===== src/rtl/decoded_register_bank.sv =====
// Write-decoded bank of 32 N-bit enabled registers with one combinational read port (RV32 regfile core).
// Latency: writes visible one clk edge after capture; reads and decoder outputs are combinational.
// Backpressure: none; a write is accepted on every edge where wr_ena is high. Option: HARDWIRED_ZERO_EN.
module decoded_register_bank #(
   parameter int          N           = 32,
   parameter logic [N-1:0] RESET_VALUE = '0
) (
   input  logic              clk,
   input  logic              rst,
   input  logic              wr_ena,
   input  logic [4:0]        wr_addr,
   input  logic [N-1:0]      wr_data,
   input  logic [4:0]        rd_addr,
   output logic [N-1:0]      rd_data,
   output logic [31:0]       wr_enas,
   output logic [32*N-1:0]   q_all
);

`ifdef HARDWIRED_ZERO_EN
   // Slot 0 is the RISC-V x0: it has no flop behind it.
   localparam int FIRST_SLOT = 1;
`else
   localparam int FIRST_SLOT = 0;
`endif

   // Physical storage only for the slots that actually hold state.
   logic [N-1:0] mem  [FIRST_SLOT:31];
   // Architectural view of all 32 slots, including a hardwired slot 0.
   logic [N-1:0] view [32];

   // One-hot write-enable decoder; independent of reset.
   always_comb begin
      wr_enas = 32'b0;
      if (wr_ena) begin
         wr_enas = 32'b1 << wr_addr;
      end
   end

   // Enabled registers: async reset wins over any write on the same edge.
   always_ff @(posedge clk or posedge rst) begin
      if (rst) begin
         for (int i = FIRST_SLOT; i < 32; i++) begin
            mem[i] <= RESET_VALUE;
         end
      end else begin
         for (int i = FIRST_SLOT; i < 32; i++) begin
            if (wr_enas[i]) begin
               mem[i] <= wr_data;
            end
         end
      end
   end

   // Build the architectural view; slot 0 reads constant zero when hardwired.
   always_comb begin
      for (int i = 0; i < 32; i++) begin
         view[i] = '0;
      end
      for (int i = FIRST_SLOT; i < 32; i++) begin
         view[i] = mem[i];
      end
   end

   // Combinational read port: every 5-bit address maps to a real slot, no bypass.
   always_comb begin
      rd_data = view[rd_addr];
   end

   // Flatten all slots onto q_all, slot k at bits [k*N +: N].
   always_comb begin
      q_all = '0;
      for (int i = 0; i < 32; i++) begin
         q_all[i*N +: N] = view[i];
      end
   end

endmodule


===== config.mk =====
export PLATFORM = sky130hd
export DESIGN_NAME = decoded_register_bank
export DESIGN_NICKNAME = d
export VERILOG_FILES = /design/src/rtl/decoded_register_bank.sv
export SDC_FILE = /design/constraint.sdc
export NUM_CORES = 2
export LEC_CHECK = 0
export BUFFER_PORTS_ARGS = -buffer_cell sky130_fd_sc_hd__buf_2
export CORE_AREA = 2 2 439 441
export CTS_CLUSTER_DIAMETER = 60
export CTS_CLUSTER_SIZE = 16
export DETAILED_ROUTE_END_ITERATION = 16
export DIE_AREA = 0 0 441 443
export HOLD_SLACK_MARGIN = 0.08
export PLACE_DENSITY = 0.49
export SLEW_MARGIN = 20
export SYNTH_ARGS = -nofsm -noshare
export SYNTH_HDL_FRONTEND = slang
export SYNTH_SLANG_ARGS = --single-unit

===== constraint.sdc =====
create_clock -name clk -period 53.4 [get_ports clk]
set_input_delay 8.01 -clock clk [delete_from_list [all_inputs] [get_ports clk]]
set_output_delay 8.01 -clock clk [all_outputs]
set_load 0.005 [all_outputs]

==> flow_summary.yaml <==
route:
  drt-initial-drc-count: 2833
  wl_per_cell_um: 33.5
  met2_length_um: 115000
  drt-met1-wl_um: 98200
  postRouteAntennaNets: 0
  top_layer: "met5"
  first_pass_iters: 5
  remaining_drc_errors: 0
  vias: 36321
  viasPerCell: 5.03
  wl_met3_um: 17000
  drt_wl_total_um: 242000
placed_design:
  portBuffers: 1132
  placed_cell_area_sq_um: 55500
  dp_hpwl_um: 171000
  place_congestion: 0.885
synth:
  synth.avg_cell_area_sq_um: 13.1
  synth_top_area_frac: 0.542
  synth_area_sq_um: 47200
  synthCells: 3613
  synth_seq_area_share: 0.542
  synth_seq_cells: 1024
  syn-num-nets: 3658
  synth_cell_types: 33
  yosys_warnings: 0
  synth_most_common_cell: "dfrtp_1"
  synthTopCellsByArea: "dfrtp_1, mux2_2, mux2i_1, nand2_1, buf_2"
  async_reset_ff_frac: 1.00
  synth_edf_count: 0
  synth_top_cell_by_area: "dfrtp_1"
  netlist_top_cells_count: "dfrtp_1, mux2_2, mux2i_1, nand2_1, clkbuf_1"
  synth_ff_type: "dfrtp_1"
timing:
  drv_slew: 0
  fmax_mhz: 48.9
  skew_ns: 0
  fin_setup_tns_ns: 0
  rsz0062_at_grt: "no"
  setup_violations: 0
  finalHoldViolCount: 0
  finalCriticalPeriod_ns: 20.47
  tightestPinTransition_ns: 1.17
  fin_crit_sh: 0.383
  relSlewSlack: 0.217
power_and_ir_drop:
  seqPwrFrac: 0.436
  clkPwrFrac: 0.333
  ir_drop_mv: 0.0318
  switching_share: 0.337
  p_int_uw: 1630
  p_switching_uw: 831
  cellPowerDensity_nw_per_um2: 41.6
  p_comb_frac: 0.232
  p_leak_uw: 0.0301
min_path:
  hold_path_startpoint: "q_all[717]"
  holdPathStages: 2
  min_to: "q_all[717]"
  hold_class: "reg -> reg"
worst_setup_path:
  crit_type: "in -> out"
  r2r.worst_path.cells: 1
  path_max_fanout: 73
  crit_path_start_kind: "input pin"
  worstSetupEndpointType: "output port"
  worstPathRequired_ns: 45.39
  r2r_end: "q_all[1016]"
  rr_startpoint: "q_all[1016]"
  ff2ff_setup_slack_ns: 52.47
  crit_arrival_ns: 12.46
status:
  outcome: "finished clean"
finish:
  layout.nets: 4640
  largest_reg_flops: 1024
  layout-drive-gt1-share: 0.499
  fin_area_sq_um: 59300
  num-fill-cells: 19643
  syn2layout_area_growth_pct: 25.5
global_routing:
  grt_pass1_wl_um: 325000
  antenna_found_initial: 22
  grt_pass1_vias: 35823
  grt_util_all_layers: 0.240
  grt_overflow_total: 0
  grt_max_degree: 163
cts:
  cts_setup_buffers: 0
  clk_pin_slew_worst_paths_ns: 0.06
  clk_latency_ns: 0.80
  h-tree-depth: 3
  cts_sinks: 1024
  numCtsBuffers: 107
  cts.repair.resized: 0
  clk_path_buf_depth: 3
  cts-root-buf: "clkbuf_16"
  cts_tree: "done"
  cts_hold_buf: 0
floorplanning:
  die_x_um: 441
  std_cell_rows: 161
  dieArea_sq_um: 195000
  core_sq_um: 191000
  die_y_um: 443
  ios: 1133
  initial_core_util: 0.247
flow_run:
  max_cap_viol_count: 0
## layout make-up
| cell class | count | area, sq um | area share |
|---|---|---|---|
| Timing Repair Buffer | 1208 | 6350 | 0.107 |
| Inverter | 17 | 73.8 | 0.00124 |
| Antenna cell | 6 | 15.0 | 0.000253 |
| Sequential cell | 1024 | 25600 | 0.432 |
| Multi-Input combinational cell | 2237 | 20300 | 0.342 |
| Tap cell | 2526 | 3160 | 0.0533 |
| Clock inverter | 75 | 952 | 0.0161 |
| Clock buffer | 125 | 2850 | 0.0480 |
## stage by stage
stage / power [uW] / util / hold WS (ns) / setup WS [ns] / cells
floorplan: 1300 / - / 0.491 / 16.57 / 3613
global placement: 1650 / 0.290 / 0.486 / 33.07 / 7011
detailed placement: 1660 / 0.290 / 0.490 / 32.99 / 7011
CTS: 2480 / 0.310 / 0.505 / 32.97 / 7211
global route: 2560 / 0.310 / 0.536 / 32.75 / 7213
finish: 2460 / 0.310 / 0.508 / 32.93 / 7218
## power by group through the flow
stage | logic, uW | registers [uW] | clock network, uW
after global placement | 568 | 1080 | 0
after floorplan | 245 | 1050 | 0
after CTS | 575 | 1070 | 839
after global routing | 603 | 1090 | 869
final | 571 | 1070 | 820
after detailed placement | 573 | 1080 | 0
## logic make-up after synthesis
group	count (synthesis)	share of synthesized area
multiplexers	1472	0.338
flip-flops	1024	0.542
AND/OR/NAND/NOR	477	0.0442
buffers and inverters	352	0.0334
AO/OA/AOI/OAI	288	0.0415
## worst max-delay path, stage by stage
cell	delay, ns
buf_8	0.55
buf_4	0.78
buf_4	0.79
buf_4	0.98
mux2i_1	0.28
a22o_1	0.17
nor3_1	0.05
a31oi_1	0.27
nand3_1	0.18
buf_2	0.17
## metal layers
layer  GRT usage  up-vias
li1            -    14977
met1       0.303    19488
met2       0.390     1445
met3      0.0565      395
met4       0.106       16
met5           0        -
## layout by cell type, fill, tap and decap left out, types with 17 or more instances in the layout
cell,synthesis,final
a31oi_1,32,32
mux2i_1,512,512
a21oi_1,96,96
buf_4,7,68
mux2_2,881,881
nand2_1,301,291
clkbuf_16,0,107
clkinvlp_4,0,17
mux2_1,65,65
nand3_1,99,99
buf_2,147,1131
nor3_1,32,32
dfrtp_1,1024,1024
a22oi_1,96,96
a22o_1,64,64
## how the worst max path moves through the flow
stage | start | to | slack [ns] | cells past startpoint
after floorplan | rst | q_all[0] | 16.57 | 1
after global placement | rd_addr[1] | rd_data[17] | 33.07 | 9
after detailed placement | rd_addr[1] | rd_data[17] | 32.99 | 9
after CTS | rd_addr[1] | rd_data[17] | 32.97 | 9
after global routing | rd_addr[1] | rd_data[23] | 32.75 | 10
final | rd_addr[1] | rd_data[21] | 32.93 | 10
Note: power is estimated with default switching activity, not from simulation.
